===== src/rtl/wave_pkg.sv =====
// Shared types and constants for the wave scheduler slice.
package wave_pkg;

  localparam int unsigned MAX_FREQ_ID = 24;
  localparam int unsigned NO_ID       = 31;
  localparam int unsigned ID_W        = 5;
  localparam int unsigned INDEX_W     = 11;
  localparam int unsigned HEIGHT_W    = 10;

  typedef logic [ID_W-1:0]     freq_id_t;
  typedef logic [INDEX_W-1:0]  wave_index_t;
  typedef logic [HEIGHT_W-1:0] wave_height_t;

  typedef enum logic [1:0] {
    StIdle,
    StIssue,
    StFill,
    StHold
  } wave_state_e;

  // Round-robin pointer: which requester wins when both are valid.
  typedef enum logic {
    RrPitch,
    RrGame
  } rr_sel_e;

endpackage


===== src/rtl/wave_scheduler_if.sv =====
// Request, wave-engine and table-read signals of the wave scheduler.
interface wave_scheduler_if;
  import wave_pkg::*;

  logic         pitch_valid;
  freq_id_t     pitch_id;
  logic         pitch_ready;
  logic         game_valid;
  freq_id_t     game_id;
  logic         game_ready;

  freq_id_t     freq_id;
  logic         new_f;
  logic         wave_ready;
  wave_index_t  wave_index;
  wave_height_t wave_height;

  logic         disp_en;
  wave_index_t  disp_index;
  logic         phys_en;
  wave_index_t  phys_index;
  logic         disp_valid;
  logic         phys_valid;
  wave_height_t rd_data;
  logic         phys_gnt;

  logic         table_stable;
  freq_id_t     cur_id;
  logic         timeout_err;

  modport slave (
    input  pitch_valid, pitch_id, game_valid, game_id, wave_ready, wave_height,
           disp_en, disp_index, phys_en, phys_index,
    output pitch_ready, game_ready, freq_id, new_f, wave_index, disp_valid, phys_valid,
           rd_data, phys_gnt, table_stable, cur_id, timeout_err
  );

  modport master (
    output pitch_valid, pitch_id, game_valid, game_id, wave_ready, wave_height,
           disp_en, disp_index, phys_en, phys_index,
    input  pitch_ready, game_ready, freq_id, new_f, wave_index, disp_valid, phys_valid,
           rd_data, phys_gnt, table_stable, cur_id, timeout_err
  );

endinterface


===== src/rtl/wave_read_arb.sv =====
// Two-stage table read port: display beats physics, index then data registered.
module wave_read_arb
  import wave_pkg::*;
(
  input  logic         clock,
  input  logic         reset,
  input  logic         disp_en,
  input  wave_index_t  disp_index,
  input  logic         phys_en,
  input  wave_index_t  phys_index,
  input  wave_height_t wave_height,
  output logic         phys_gnt,
  output wave_index_t  wave_index,
  output logic         disp_valid,
  output logic         phys_valid,
  output wave_height_t rd_data
);

  logic disp_tag_q;
  logic phys_tag_q;

  assign phys_gnt = phys_en & ~disp_en;

  // Stage 1: latch the winning index and remember which requester it belongs to.
  always_ff @(posedge clock or negedge reset) begin
    if (!reset) begin
      wave_index <= '0;
      disp_tag_q <= 1'b0;
      phys_tag_q <= 1'b0;
    end else begin
      disp_tag_q <= disp_en;
      phys_tag_q <= phys_gnt;
      if (disp_en) begin
        wave_index <= disp_index;
      end else if (phys_en) begin
        wave_index <= phys_index;
      end
    end
  end

  // Stage 2: capture the engine's table value and tag it for one cycle.
  always_ff @(posedge clock or negedge reset) begin
    if (!reset) begin
      rd_data    <= '0;
      disp_valid <= 1'b0;
      phys_valid <= 1'b0;
    end else begin
      disp_valid <= disp_tag_q;
      phys_valid <= phys_tag_q;
      if (disp_tag_q | phys_tag_q) begin
        rd_data <= wave_height;
      end
    end
  end

endmodule


===== src/rtl/wave_scheduler.sv =====
// Arbitrates frequency requests, sequences wave-engine fills and owns the read port.
module wave_scheduler
  import wave_pkg::*;
#(
  parameter int unsigned MIN_HOLD = 4096,
  parameter int unsigned TIMEOUT  = 2048
) (
  input logic             clock,
  input logic             reset,
  wave_scheduler_if.slave bus
);

  localparam int unsigned HoldW = $clog2(MIN_HOLD + 1);
  localparam int unsigned TmoW  = $clog2(TIMEOUT + 1);
  localparam logic [HoldW-1:0] HoldLast = HoldW'(MIN_HOLD - 1);
  localparam logic [TmoW-1:0]  TmoLast  = TmoW'(TIMEOUT - 1);

  wave_state_e      state_q;
  freq_id_t         freq_id_q;
  freq_id_t         cur_id_q;
  logic             new_f_q;
  logic             timeout_err_q;
  rr_sel_e          rr_q;
  logic [HoldW-1:0] hold_cnt_q;
  logic [TmoW-1:0]  tmo_cnt_q;

  logic     idle;
  logic     pick_pitch;
  logic     accept;
  logic     skip;
  freq_id_t req_id;

  assign idle       = (state_q == StIdle);
  assign pick_pitch = bus.pitch_valid & (~bus.game_valid | (rr_q == RrPitch));
  assign bus.pitch_ready = idle & pick_pitch;
  assign bus.game_ready  = idle & bus.game_valid & ~pick_pitch;
  assign accept     = bus.pitch_ready | bus.game_ready;
  assign req_id     = pick_pitch ? bus.pitch_id : bus.game_id;
  // Out-of-range ids and repeats of an already-loaded table are consumed without a fill;
  // after an abort the table contents are suspect, so a repeat is refilled.
  assign skip = (req_id > freq_id_t'(MAX_FREQ_ID)) | ((req_id == cur_id_q) & ~timeout_err_q);

  // Fill sequencer: accept, pulse new_f, wait for the engine, then enforce the hold-off.
  always_ff @(posedge clock or negedge reset) begin
    if (!reset) begin
      state_q       <= StIdle;
      freq_id_q     <= '0;
      cur_id_q      <= freq_id_t'(NO_ID);
      new_f_q       <= 1'b0;
      timeout_err_q <= 1'b0;
      rr_q          <= RrPitch;
      hold_cnt_q    <= '0;
      tmo_cnt_q     <= '0;
    end else begin
      new_f_q <= 1'b0;
      if (accept) begin
        rr_q <= bus.pitch_ready ? RrGame : RrPitch;
      end
      case (state_q)
        StIdle: begin
          if (accept && !skip) begin
            freq_id_q <= req_id;
            new_f_q   <= 1'b1;
            state_q   <= StIssue;
          end
        end
        StIssue: begin
          tmo_cnt_q <= '0;
          state_q   <= StFill;
        end
        StFill: begin
          if (bus.wave_ready) begin
            cur_id_q      <= freq_id_q;
            timeout_err_q <= 1'b0;
            hold_cnt_q    <= '0;
            state_q       <= StHold;
          end else if (tmo_cnt_q >= TmoLast) begin
            timeout_err_q <= 1'b1;
            state_q       <= StIdle;
          end else begin
            tmo_cnt_q <= tmo_cnt_q + 1'b1;
          end
        end
        StHold: begin
          if (hold_cnt_q >= HoldLast) begin
            state_q <= StIdle;
          end else begin
            hold_cnt_q <= hold_cnt_q + 1'b1;
          end
        end
        default: state_q <= StIdle;
      endcase
    end
  end

  assign bus.freq_id      = freq_id_q;
  assign bus.new_f        = new_f_q;
  assign bus.cur_id       = cur_id_q;
  assign bus.timeout_err  = timeout_err_q;
  assign bus.table_stable = ~((state_q == StIssue) | (state_q == StFill));

  wave_read_arb u_read_arb (
    .clock       (clock),
    .reset       (reset),
    .disp_en     (bus.disp_en),
    .disp_index  (bus.disp_index),
    .phys_en     (bus.phys_en),
    .phys_index  (bus.phys_index),
    .wave_height (bus.wave_height),
    .phys_gnt    (bus.phys_gnt),
    .wave_index  (bus.wave_index),
    .disp_valid  (bus.disp_valid),
    .phys_valid  (bus.phys_valid),
    .rd_data     (bus.rd_data)
  );

endmodule


===== src/flat_wrapper.sv =====
// flat-port wrapper written by rule: the top's interface ports become plain ports
module wave_scheduler_flat import wave_pkg::*;
#(
  parameter int unsigned MIN_HOLD = 4096,
  parameter int unsigned TIMEOUT  = 2048
)
  (clock, reset, bus_pitch_valid, bus_pitch_id, bus_game_valid, bus_game_id, bus_wave_ready, bus_wave_height, bus_disp_en, bus_disp_index, bus_phys_en, bus_phys_index, bus_pitch_ready, bus_game_ready, bus_freq_id, bus_new_f, bus_wave_index, bus_disp_valid, bus_phys_valid, bus_rd_data, bus_phys_gnt, bus_table_stable, bus_cur_id, bus_timeout_err);
  wave_scheduler_if bus_i ();
  input logic clock;
  input logic reset;
  input wire logic [$bits(bus_i.pitch_valid)-1:0] bus_pitch_valid;
  input wire logic [$bits(bus_i.pitch_id)-1:0] bus_pitch_id;
  input wire logic [$bits(bus_i.game_valid)-1:0] bus_game_valid;
  input wire logic [$bits(bus_i.game_id)-1:0] bus_game_id;
  input wire logic [$bits(bus_i.wave_ready)-1:0] bus_wave_ready;
  input wire logic [$bits(bus_i.wave_height)-1:0] bus_wave_height;
  input wire logic [$bits(bus_i.disp_en)-1:0] bus_disp_en;
  input wire logic [$bits(bus_i.disp_index)-1:0] bus_disp_index;
  input wire logic [$bits(bus_i.phys_en)-1:0] bus_phys_en;
  input wire logic [$bits(bus_i.phys_index)-1:0] bus_phys_index;
  output wire logic [$bits(bus_i.pitch_ready)-1:0] bus_pitch_ready;
  output wire logic [$bits(bus_i.game_ready)-1:0] bus_game_ready;
  output wire logic [$bits(bus_i.freq_id)-1:0] bus_freq_id;
  output wire logic [$bits(bus_i.new_f)-1:0] bus_new_f;
  output wire logic [$bits(bus_i.wave_index)-1:0] bus_wave_index;
  output wire logic [$bits(bus_i.disp_valid)-1:0] bus_disp_valid;
  output wire logic [$bits(bus_i.phys_valid)-1:0] bus_phys_valid;
  output wire logic [$bits(bus_i.rd_data)-1:0] bus_rd_data;
  output wire logic [$bits(bus_i.phys_gnt)-1:0] bus_phys_gnt;
  output wire logic [$bits(bus_i.table_stable)-1:0] bus_table_stable;
  output wire logic [$bits(bus_i.cur_id)-1:0] bus_cur_id;
  output wire logic [$bits(bus_i.timeout_err)-1:0] bus_timeout_err;
  assign bus_i.pitch_valid = bus_pitch_valid;
  assign bus_i.pitch_id = bus_pitch_id;
  assign bus_i.game_valid = bus_game_valid;
  assign bus_i.game_id = bus_game_id;
  assign bus_i.wave_ready = bus_wave_ready;
  assign bus_i.wave_height = bus_wave_height;
  assign bus_i.disp_en = bus_disp_en;
  assign bus_i.disp_index = bus_disp_index;
  assign bus_i.phys_en = bus_phys_en;
  assign bus_i.phys_index = bus_phys_index;
  assign bus_pitch_ready = bus_i.pitch_ready;
  assign bus_game_ready = bus_i.game_ready;
  assign bus_freq_id = bus_i.freq_id;
  assign bus_new_f = bus_i.new_f;
  assign bus_wave_index = bus_i.wave_index;
  assign bus_disp_valid = bus_i.disp_valid;
  assign bus_phys_valid = bus_i.phys_valid;
  assign bus_rd_data = bus_i.rd_data;
  assign bus_phys_gnt = bus_i.phys_gnt;
  assign bus_table_stable = bus_i.table_stable;
  assign bus_cur_id = bus_i.cur_id;
  assign bus_timeout_err = bus_i.timeout_err;
  wave_scheduler #(.MIN_HOLD(MIN_HOLD), .TIMEOUT(TIMEOUT)) u_core (.clock(clock), .reset(reset), .bus(bus_i));
endmodule

===== config.mk =====
export PLATFORM = sky130hd
export DESIGN_NAME = wave_scheduler_flat
export DESIGN_NICKNAME = d
export VERILOG_FILES = /design/src/rtl/wave_pkg.sv /design/src/rtl/wave_scheduler_if.sv /design/src/rtl/wave_read_arb.sv /design/src/rtl/wave_scheduler.sv /design/src/flat_wrapper.sv
export SDC_FILE = /design/constraint.sdc
export NUM_CORES = 1
export LEC_CHECK = 0
export CAP_MARGIN = 10
export CORE_ASPECT_RATIO = 0.9
export CORE_MARGIN = 5
export CORE_UTILIZATION = 48
export DETAILED_ROUTE_END_ITERATION = 10
export HOLD_SLACK_MARGIN = 0.02
export PLACE_DENSITY = 0.8
export RECOVER_POWER = 100
export SLEW_MARGIN = 20
export SYNTH_ARGS = -nofsm -noshare
export SYNTH_HDL_FRONTEND = slang
export SYNTH_SLANG_ARGS = --single-unit

===== constraint.sdc =====
create_clock -name clock -period 2.8 [get_ports clock]
set_input_delay 0.56 -clock clock [delete_from_list [all_inputs] [get_ports clock]]
set_output_delay 0.56 -clock clock [all_outputs]
set_load 0.005 [all_outputs]

Word level (Yosys, flattened, before mapping) --
Cells that the tools add are included.
Word-level totals: register bits after elaboration 65, output and inout bits 39, logic and storage cells 79
Cells by class: add/sub/neg operators 2, $lt $le $gt $ge 3, eq/ne operators 11, multiplexer cells 19, bitwise logic cells 17, reduce and logical (&&, ||, !) cells 13
Operators with widths (count):
- $mux W13 | 2
- $pmux W13 S2 | 1
- $mux W12 | 2
- $pmux W12 S2 | 1
- $mux W11 | 2
- $add A13 B1 Y13 const B | 1
- $ge A13 B12 Y1 const B | 1
- $add A12 B1 Y12 const B | 1
- $ge A12 B11 Y1 const B | 1
- $ne A2 B2 Y1 const B | 5
- $reduce_and A3 Y1 | 3
- $mux W2 | 4
- $pmux W2 S4 | 1
- $reduce_bool A2 Y1 | 4
- $and A1 B1 Y1 | 6
- $not A1 Y1 | 6
- $reduce_and A2 Y1 | 3
- $eq A5 B5 Y1 | 1
- $gt A5 B5 Y1 const B | 1
- $mux W1 | 5
- $mux W5 | 1
- $or A1 B1 Y1 | 5
- $eq A2 B2 Y1 const B | 2
- $ne A3 B2 Y1 const B | 1
- 5 further kinds | 5

Longest topological paths before layout --
Gate-level depths: netlist of run 1.
word-level depth 11, depth in mapped cells 8, gate-level depth less buffers 7

Modules after synthesis --
Synthesis of run 1 repeated with hierarchy kept, for this count alone.
Unflattened totals: cell total of the unflattened synthesis 291, area, all modules 3123.0 um^2
By module, submodules not included:
- wave_scheduler | instances 1, cells each 218, area each 2140.8 um^2
- wave_read_arb | instances 1, cells each 73, area each 982.2 um^2

Least setup slack after synthesis of run 1 --
Ideal clock, no wire load.
kind input -> register, from input port bus_pitch_valid, to register u_core.state_q[0], setup time 0.126 ns, arrival 1.962 ns, slack 0.712 ns, stages 7, buffers on the path 1, cells stage by stage a21boi_2 buf_6 a2111oi_1 o22ai_1 o41ai_4 a21oi_2 o32a_1
Between the ends: word-level cells in the longest chain between the ends 9, elaborated cells between the ends (all ways) 14
Ends and longest elaborated chain:
- start: declaration | RTL line flat_wrapper.sv:11 | input wire logic [$bits(bus_i.pitch_valid)-1:0] bus_pitch_valid;
- $and A1 B1 Y1 (*) | RTL line wave_scheduler.sv:34 | assign pick_pitch = bus.pitch_valid & (~bus.game_valid | (rr_q == RrPitch));
- branches (longest 5 deep; another with $gt A5 B5 Y1)
- $logic_and A1 B1 Y1 (*) | RTL line wave_scheduler.sv:61 | if (accept && !skip) begin
- $ne A2 B2 Y1 (no line) (*)
- $reduce_and A3 Y1 (no line) (*)
- end signal: assignment | RTL line wave_scheduler.sv:64 | state_q <= StIssue;
- end signal: assignment | RTL line wave_scheduler.sv:69 | state_q <= StFill;
- end signal: assignment | RTL line wave_scheduler.sv:76 | state_q <= StHold;
- end: declaration | RTL line wave_scheduler.sv:18 | wave_state_e state_q;
Mark *: on every way between the ends. A chain may end at the register's enable or synchronous reset.

Final worst setup path of run 1 --
from input port bus_game_valid, to output port bus_game_ready
Between the ends: word-level cells in the longest chain between the ends 5, elaborated cells between the ends (all ways) 6
Ends and longest elaborated chain:
- start: declaration | RTL line flat_wrapper.sv:13 | input wire logic [$bits(bus_i.game_valid)-1:0] bus_game_valid;
- $not A1 Y1 | RTL line wave_scheduler.sv:34
- $or A1 B1 Y1 | RTL line wave_scheduler.sv:34
- $and A1 B1 Y1 | RTL line wave_scheduler.sv:34
- $not A1 Y1 | RTL line wave_scheduler.sv:36 | assign bus.game_ready = idle & bus.game_valid & ~pick_pitch;
- $and A1 B1 Y1 (*) | RTL line wave_scheduler.sv:36
- end: declaration | RTL line flat_wrapper.sv:22 | output wire logic [$bits(bus_i.game_ready)-1:0] bus_game_ready;
Mark *: on every way between the ends. The rest lies on a longest branch, timed or not.

==> impl_results.rst, run 1 <==
.. list-table::
   :header-rows: 1

   * - Metric
     - Value
   * - Count of different cell masters after synthesis
     - 47
   * - Final ANT Viol Nets
     - 0
   * - Maximum clock frequency
     - about 370 MHz
   * - Ratio of routed vias to standard cells
     - around 5.3
   * - Worst Setup End Kind
     - output port
   * - Class of the tightest hold or removal check
     - flip-flop to flip-flop
   * - Critical path type
     - input port to output port
   * - Setup repair bufs after CTS
     - 0
   * - Diode count
     - 0
   * - Finish-stage setup viols
     - 0
   * - Placer's final routability congestion estimate
     - 0.870
   * - Cell types with the largest area share after synthesis
     - sky130_fd_sc_hd__dfrtp_1 (48%), sky130_fd_sc_hd__mux2i_1 (5.5%), sky130_fd_sc_hd__mux2_2 (5.4%)
   * - Number of hold buffers added after cts
     - 0
   * - Pin count of the biggest net entering global routing
     - between 60 and 70
   * - Post-synth design cell area
     - 3120 um2
   * - Number of vias in the routed layout
     - between 2000 and 3000
   * - Share of synthesized registers carrying an async set or reset
     - 1.00
   * - Fraction of layout instances using a drive strength above 1
     - 0.117
   * - Floorplan die height
     - 86.5 um
   * - Violation count after the first detailed-routing iteration
     - between 150 and 200
   * - Finished Core Util
     - 0.689
   * - Relative slew margins
     - -0.00894
   * - Detailed-route DRC error count
     - 0
   * - Number of storage elements in the synthesis netlist
     - 65
   * - TritonCTS Sinks
     - 65
   * - Violations in the final reports
     - max-capacitance violations, max-slew violations
   * - Power per standard cell area
     - 704 nW/um2
   * - Setup repair after global routing missed its margin
     - false
   * - Post-synthesis instance total
     - between 200 and 300
   * - Number of input and output port buffers inserted
     - 87
   * - Run status
     - finished with violations
   * - Area growth from synthesis to layout
     - 37.3%
   * - Count of cells along the worst hold path
     - 0
   * - Type of origin of the critical path
     - input port
   * - Clock slew at reported path FFs
     - about 60 ps
   * - Hold violation count in the final report
     - 0
   * - Top-area cell type share of the netlist area
     - 0.481
   * - Yosys warning total
     - 0
   * - Full die area
     - roughly 8200 um2
   * - Req. time, crit path
     - roughly 2200 ps
   * - Total number of nets in the final design
     - between 400 and 500
   * - Worst R2R Path Depth
     - 7
   * - Dpl hpwl
     - roughly 5500 um
   * - Clock Path Buffers
     - 2
   * - Period utilisation layout
     - 0.972
   * - Top flip-flop cell by instance count after synthesis
     - sky130_fd_sc_hd__dfrtp_1
   * - Antenna violations before repair
     - 0
   * - Leading cell type in the layout, fill and taps excluded
     - sky130_fd_sc_hd__dfrtp_1
   * - Post-Syn Nets
     - around 350
   * - Number of max-cap violations
     - 1
   * - Clock tree from TritonCTS
     - yes
   * - CP Max Fanout
     - 7
   * - Skew final
     - around 12 ps
   * - Global-route wire length before repair
     - 11800 um
   * - Slew of the pin with the lowest slew margin
     - approximately 1500 ps
   * - Number of rows created at floorplan
     - 27
   * - Peak ir drop on the vdd network
     - roughly 0.48 mV
   * - CTS HTree Levels
     - 3
   * - Io pins
     - 88
   * - Max Transition Viols Final
     - 66
   * - Initial standard-cell utilization of the core
     - 0.502
   * - Post-synth EDFFs
     - 0
   * - CTS root buffer
     - sky130_fd_sc_hd__clkbuf_8
   * - Floorplan core area
     - around 6200 um2
   * - Horizontal die dimension
     - 95.0 um
   * - GRT Util Overall
     - 0.184
   * - Later-pin clock latency in the skew report
     - 350 ps
   * - Crit path DAT
     - between 2000 and 2500 ps
   * - Leak Pwr
     - 1.85 nW
   * - Number of buffers created by CTS
     - 9
   * - Final critical-path required period
     - 2720 ps
   * - Average instance area after synthesis
     - around 11 um2
   * - Drt pass-1 iters
     - 4
   * - WL per Instance
     - 15.0 um
   * - Global route total overflow
     - 0
   * - CTS resizes
     - 0
   * - Most frequent cells in the layout
     - sky130_fd_sc_hd__dfrtp_1 (60), sky130_fd_sc_hd__clkdlybuf4s50_1 (48), sky130_fd_sc_hd__dlygate4sd3_1 (38)
   * - Via count of the first global-routing pass
     - ~2500
   * - Smallest hold slack
     - between 300 and 400 ps
   * - Cell taking the most area after synthesis
     - sky130_fd_sc_hd__dfrtp_1
   * - Total routed wirelength
     - between 7000 and 8000 um
   * - Part of the Yosys area used for sequential elements
     - 0.523
[final timing paths]
check                                                       start  slack (ps)                                        to
max in group asynchronous                                   reset        1230  u_core.u_read_arb.rd_data[8]$_DFFE_PN0P_
min                        u_core.u_read_arb.phys_tag_q$_DFF_PN0_         380    u_core.u_read_arb.phys_valid$_DFF_PN0_
max reg2reg                               u_core.rr_q$_DFFE_PN0P_         520             u_core.state_q[0]$_DFFE_PN0P_
min in group asynchronous                                   reset         670           u_core.tmo_cnt_q[2]$_DFFE_PN0P_
min reg2reg                u_core.u_read_arb.phys_tag_q$_DFF_PN0_         380    u_core.u_read_arb.phys_valid$_DFF_PN0_
max                                                bus_game_valid          80                            bus_game_ready
[per-stage QoR]
step	total power [mW]	area, um2	setup slack, ps	instances	setup TNS, ps
finish	3.01	4280	78.2	481	0
global route	3.22	4280	3.93	481	0
CTS	3.11	4290	79.0	481	0
detailed placement	2.32	4100	-109	465	-185
global placement	2.29	4100	8.62	465	0
floorplan	1.81	3120	712	294	0
[routing by layer]
metal  track usage  up-vias  share of wire
met1         0.234     1230           0.42
met5             0        -              0
met2         0.300       79           0.50
li1              -     1245              -
met4        0.0682        0          0.021
met3        0.0521       14          0.055
[registers in the layout, summed over array words and instances (netlist names)]
name,count
u_core.bus.timeout_err,1
u_core.u_read_arb.phys_tag_q,1
u_core.u_read_arb.rd_data,10
u_core.u_read_arb.wave_index,11
u_core.tmo_cnt_q,12
u_core.u_read_arb.phys_valid,1
u_core.bus.cur_id,5
u_core.rr_q,1
u_core.u_read_arb.disp_tag_q,1
u_core.bus.new_f,1
u_core.hold_cnt_q,13
u_core.state_q,2
u_core.u_read_arb.disp_valid,1
u_core.bus.freq_id,5
[layout make-up]
cell class                 count  area, um2
multi-input combinational    208       1390
tap                           87        109
fill                         495       1930
clock buffer                   9        124
clock inverter                 7       71.3
inverter                      10       37.5
sequential                    65       1630
timing repair buffer          95        920
[worst max-delay path, cell delays in order]
cell and delay (ps):
sky130_fd_sc_hd__clkdlybuf4s50_1 480, sky130_fd_sc_hd__a21boi_2 400, sky130_fd_sc_hd__buf_4 210, sky130_fd_sc_hd__nor2_1 50, sky130_fd_sc_hd__clkdlybuf4s50_1 450
[power by group]
part           internal, mW  switching [mW]  total, mW  leakage [nW]
sequential             1.11           0.134       1.24         0.823
combinational         0.503           0.486      0.988         0.933
clock                 0.409           0.374      0.783        0.0912
[logic make-up (layout without fill, tap and decap cells)]
group           after synthesis  after routing  share of synthesized area
compound gates               67             67                      0.144
xor+xnor                     12             12                     0.0337
fa+ha+maj                     6              6                     0.0241
buf+inv                      21            121                     0.0305
flops                        65             65                      0.523
mux                          32             32                      0.109
simple gates                 91             91                      0.135
[Yosys cell counts (4+ instances only)]
cell type,number
sky130_fd_sc_hd__clkbuf_1,6
sky130_fd_sc_hd__xor2_1,4
sky130_fd_sc_hd__o21ai_0,28
sky130_fd_sc_hd__dfstp_2,5
sky130_fd_sc_hd__mux2i_1,17
sky130_fd_sc_hd__xnor2_1,8
sky130_fd_sc_hd__ha_1,6
sky130_fd_sc_hd__dfrtp_1,60
sky130_fd_sc_hd__inv_1,10
sky130_fd_sc_hd__nand2_1,34
sky130_fd_sc_hd__a31oi_1,6
sky130_fd_sc_hd__a21oi_1,7
sky130_fd_sc_hd__nor2b_1,5
sky130_fd_sc_hd__nand3_1,10
sky130_fd_sc_hd__nor2_1,21
sky130_fd_sc_hd__o31ai_1,7
sky130_fd_sc_hd__mux2_2,15
sky130_fd_sc_hd__nor3_1,5
Power figures use the tool's default switching activity.
==> run 2: changes to the inputs <==
--- a/config.mk
+++ b/config.mk
@@ -9,6 +9,7 @@
 export CORE_ASPECT_RATIO = 0.9
 export CORE_MARGIN = 5
 export CORE_UTILIZATION = 48
+export CTS_CLUSTER_SIZE = 14
 export DETAILED_ROUTE_END_ITERATION = 10
 export HOLD_SLACK_MARGIN = 0.02
 export PLACE_DENSITY = 0.8
==> results of run 2 <==
Same layout as run 1: the final DEF is identical, and so are final timing and power.
==> run 3: changes to the inputs <==
--- a/config.mk
+++ b/config.mk
@@ -8,11 +8,11 @@
 export CAP_MARGIN = 10
 export CORE_ASPECT_RATIO = 0.9
 export CORE_MARGIN = 5
-export CORE_UTILIZATION = 48
+export CORE_UTILIZATION = 43
 export CTS_CLUSTER_SIZE = 14
 export DETAILED_ROUTE_END_ITERATION = 10
 export HOLD_SLACK_MARGIN = 0.02
-export PLACE_DENSITY = 0.8
+export PLACE_DENSITY = 0.76
 export RECOVER_POWER = 100
 export SLEW_MARGIN = 20
 export SYNTH_ARGS = -nofsm -noshare
==> constraint.sdc (replaced) <==
create_clock -name clock -period 2.2 [get_ports clock]
set_input_delay 0.44 -clock clock [delete_from_list [all_inputs] [get_ports clock]]
set_output_delay 0.44 -clock clock [all_outputs]
set_load 0.005 [all_outputs]
==> run 3 against run 2 <==
- the run still ends with max-capacitance violations, max-slew violations left
- utilization down 4.5 points
- clock power grew 43%
- via count increased by 1.9%
- worst setup slack worse by 3.9 ps
- critical endpoint is now bus_phys_gnt
- largest power group unchanged
==> impl_results.rst, run 3 (synthesis gave the netlist of run 1 again) <==
.. list-table::
   :header-rows: 1

   * - Metric
     - Value
   * - Run status
     - finished with violations
   * - Violations in the final reports
     - max-capacitance violations, max-slew violations
   * - Cell family with most CP delay
     - buffers and inverters
   * - Class of the tightest hold or removal check
     - flip-flop to flip-flop
   * - Critical path type
     - input port to output port
   * - Relative slew margins
     - -0.0408 (-0.0319)
   * - Critical Path, Cell by Cell
     - dlygate4sd3_1 > nor2b_1 > clkdlybuf4s50_1
   * - Sum of negative setup slack
     - 0 ps (unchanged)
   * - R2r setup slk
     - 100 ps (-420 ps)
   * - CP Max Fanout
     - 2 (-5)
   * - Leading cell type in the layout, fill and taps excluded
     - sky130_fd_sc_hd__dfrtp_1
   * - Hold path startpoint
     - u_core.u_read_arb.disp_tag_q$_DFF_PN0_
   * - Instance count after placement with tap cells included
     - 482 (+3.7%)
   * - Global route total overflow
     - 0 (unchanged)
   * - Register ranked first by flip-flop count
     - u_core.hold_cnt_q
   * - Number of input and output port buffers inserted
     - 87 (unchanged)
   * - Clock slew at reported path FFs
     - 70 ps (about the same)
   * - TritonCTS Sinks
     - 65 (unchanged)
   * - Reg2reg end
     - u_core.hold_cnt_q[12]$_DFFE_PN0P_
   * - Fill cell total of the finished layout
     - 555 (+12%)
   * - CTS HTree Levels
     - 3 (unchanged)
   * - Largest incremental delay on the critical path
     - 550 ps (+70 ps)
   * - Crit path DAT
     - 1690 ps (-470 ps)
   * - Final Cell Area
     - 4560 um2 (+6.4%)
   * - Period utilisation layout
     - 0.966
   * - Global-route wire length before repair
     - 12500 um (+5.4%)
   * - Most frequent cells in the layout
     - sky130_fd_sc_hd__dfrtp_1 (60), sky130_fd_sc_hd__clkdlybuf4s50_1 (51), sky130_fd_sc_hd__nand2_1 (34)
   * - Clock tree from TritonCTS
     - yes
   * - Fraction of layout instances using a drive strength above 1
     - 0.179 (+0.0624)
   * - Detailed-route DRC error count
     - 0 (unchanged)
   * - Ratio of routed vias to standard cells
     - 5.17 (-3.1%)
   * - Top flop regs
     - u_core.hold_cnt_q: 13 flops, u_core.tmo_cnt_q: 12 flops, u_core.u_read_arb.wave_index: 11 flops
   * - CTS root buffer
     - sky130_fd_sc_hd__clkbuf_8
   * - Max Transition Viols Final
     - 66 (unchanged)
   * - Number of max-cap violations
     - 1 (unchanged)
   * - Placer's final routability congestion estimate
     - 0.851 (-2.1%)
   * - Io pins
     - 88 (unchanged)
   * - Critical-path cell with the highest stage delay
     - sky130_fd_sc_hd__dlygate4sd3_1
   * - Path length in cells of the critical path
     - 3 (-2)
   * - Antenna violations before repair
     - 0 (unchanged)
   * - Full die area
     - 9060 um2 (+10%)
   * - Final critical-path required period
     - roughly 2100 ps
   * - Count of cells along the worst hold path
     - 0 (unchanged)
   * - Total number of nets in the final design
     - 463 (+4.3%)
   * - Number of vias in the routed layout
     - 2617 (+1.9%)
   * - Req. time, crit path
     - 1760 ps (-480 ps)
   * - GRT Util Overall
     - 0.169 (-0.0155)
   * - Type of origin of the critical path
     - input port
   * - Final ANT Viol Nets
     - 0 (unchanged)
   * - Maximum clock frequency
     - 470 MHz
   * - Number of hold buffers added after cts
     - 0 (unchanged)
   * - Floorplan core area
     - 7080 um2 (+14%)
   * - Skew final
     - 8.26 ps (-3.99 ps)
   * - Slew of the pin with the lowest slew margin
     - 1560 ps (+47.8 ps)
   * - Diode count
     - 0 (unchanged)
   * - Total routed wirelength
     - 7330 um (+1.3%)
   * - Smallest hold slack
     - 376 ps (-3.05 ps)
   * - Via count of the first global-routing pass
     - 2676 (+5.7%)
   * - Peak ir drop on the vdd network
     - 0.587 mV (+22%)
   * - Drt pass-1 iters
     - 4 (unchanged)
   * - Hold violation count in the final report
     - 0 (unchanged)
   * - Pin count of the biggest net entering global routing
     - 66 (unchanged)
   * - Worst Setup End Kind
     - output port
   * - Power per standard cell area
     - 931 nW/um2 (+32%)
   * - Final standard cell count with taps included and fillers excluded
     - 506 (+5.2%)
   * - Hold worst-path end
     - u_core.u_read_arb.disp_valid$_DFF_PN0_
   * - Reg2Reg Launch Point
     - u_core.hold_cnt_q[1]$_DFFE_PN0P_
   * - Setup repair after global routing missed its margin
     - true
   * - Area growth from synthesis to layout
     - 46.0%
   * - Dpl hpwl
     - 5270 um (-3.6%)
   * - Clock Path Buffers
     - 2 (unchanged)
   * - Leak Pwr
     - 1.99 nW (+7.6%)
   * - Worst R2R Path Depth
     - 8 (+1)
   * - Combined buffer and inverter count along the critical path
     - 2 (-1)
   * - Initial standard-cell utilization of the core
     - 0.441 (-0.0610)
   * - WL per Instance
     - 14.5 um (-3.7%)
   * - Number of rows created at floorplan
     - 29 (+7.4%)
   * - Finish-stage setup viols
     - 0 (unchanged)
   * - Number of buffers created by CTS
     - 9 (unchanged)
   * - Later-pin clock latency in the skew report
     - 330 ps (-20 ps)
   * - Horizontal die dimension
     - 99.8 um (+5.1%)
   * - Floorplan die height
     - 90.8 um (+5.0%)
   * - Cell area reported after detailed placement
     - 4200 um2 (+2.5%)
   * - Violation count after the first detailed-routing iteration
     - 126 (-20%)
   * - Number of flip-flops under the largest register name
     - 13 (unchanged)
## run 3: cell types whose count changed in the layout (fill, tap and decap cells not counted), moves of 3 or more
cell / change
sky130_fd_sc_hd__buf_4: +14
sky130_fd_sc_hd__clkbuf_1: +4
sky130_fd_sc_hd__clkdlybuf4s50_1: +3
sky130_fd_sc_hd__clkinvlp_4: -3
sky130_fd_sc_hd__dlygate4sd3_1: -6
sky130_fd_sc_hd__mux2i_1: -3
## run 3: worst max path at each step
stage                                                start                                 to  slack [ps]
after detailed placement                   bus_pitch_valid  u_core.bus.freq_id[2]$_DFFE_PN0P_        -480
after CTS                                  bus_pitch_valid      u_core.state_q[0]$_DFFE_PN0P_          10
after global routing      u_core.hold_cnt_q[1]$_DFFE_PN0P_  u_core.hold_cnt_q[12]$_DFFE_PN0P_        -0.9
after floorplan           u_core.hold_cnt_q[0]$_DFFE_PN0P_   u_core.hold_cnt_q[7]$_DFFE_PN0P_         220
after global placement                     bus_pitch_valid  u_core.bus.freq_id[2]$_DFFE_PN0P_        -390
final                                          bus_disp_en                       bus_phys_gnt          70
## run 3: timing repair
action | in CTS | in global routing
setup buffers | 3 | 4
setup endpoints to repair | 10 | 12
pin swaps | 0 | 4
endpoints found under the hold margin | 0 | 0
gates cloned | 0 | 1
resized for setup | 8 | 13
## run 3: layout make-up
type | count | area (um2) | area share
inverters | 10 | 37.5 | 0.00824
well taps | 93 | 116 | 0.0255
clock buffers | 11 | 141 | 0.0310
repair buffers | 114 | 1060 | 0.232
flip-flops and latches | 65 | 1630 | 0.358
multi-input cells | 208 | 1490 | 0.327
clock inverters | 5 | 78.8 | 0.0173
## run 3: through the flow
step	power, mW	setup WS, ps	util
floorplan	2.30	222	-
global placement	3.01	-387	0.593
detailed placement	3.05	-481	0.593
CTS	4.25	11.0	0.632
global route	4.51	-0.868	0.644
finish	4.24	74.3	0.644
## run 3: routing by layer
layer  part of all wire  vias to the layer above  routed length [um]  GRT usage
met5                  0                        -                   0          0
met4              0.017                        0                 122     0.0717
met3              0.045                       10                 333     0.0432
met2               0.49                       66                3590      0.263
met1               0.45                     1253                3290      0.222
li1                   -                     1288                   -          -
## run 3: report_power, final
part	switching [mW]	internal [mW]
Combinational	0.693	0.838
Clock	0.454	0.668
Sequential	0.171	1.42
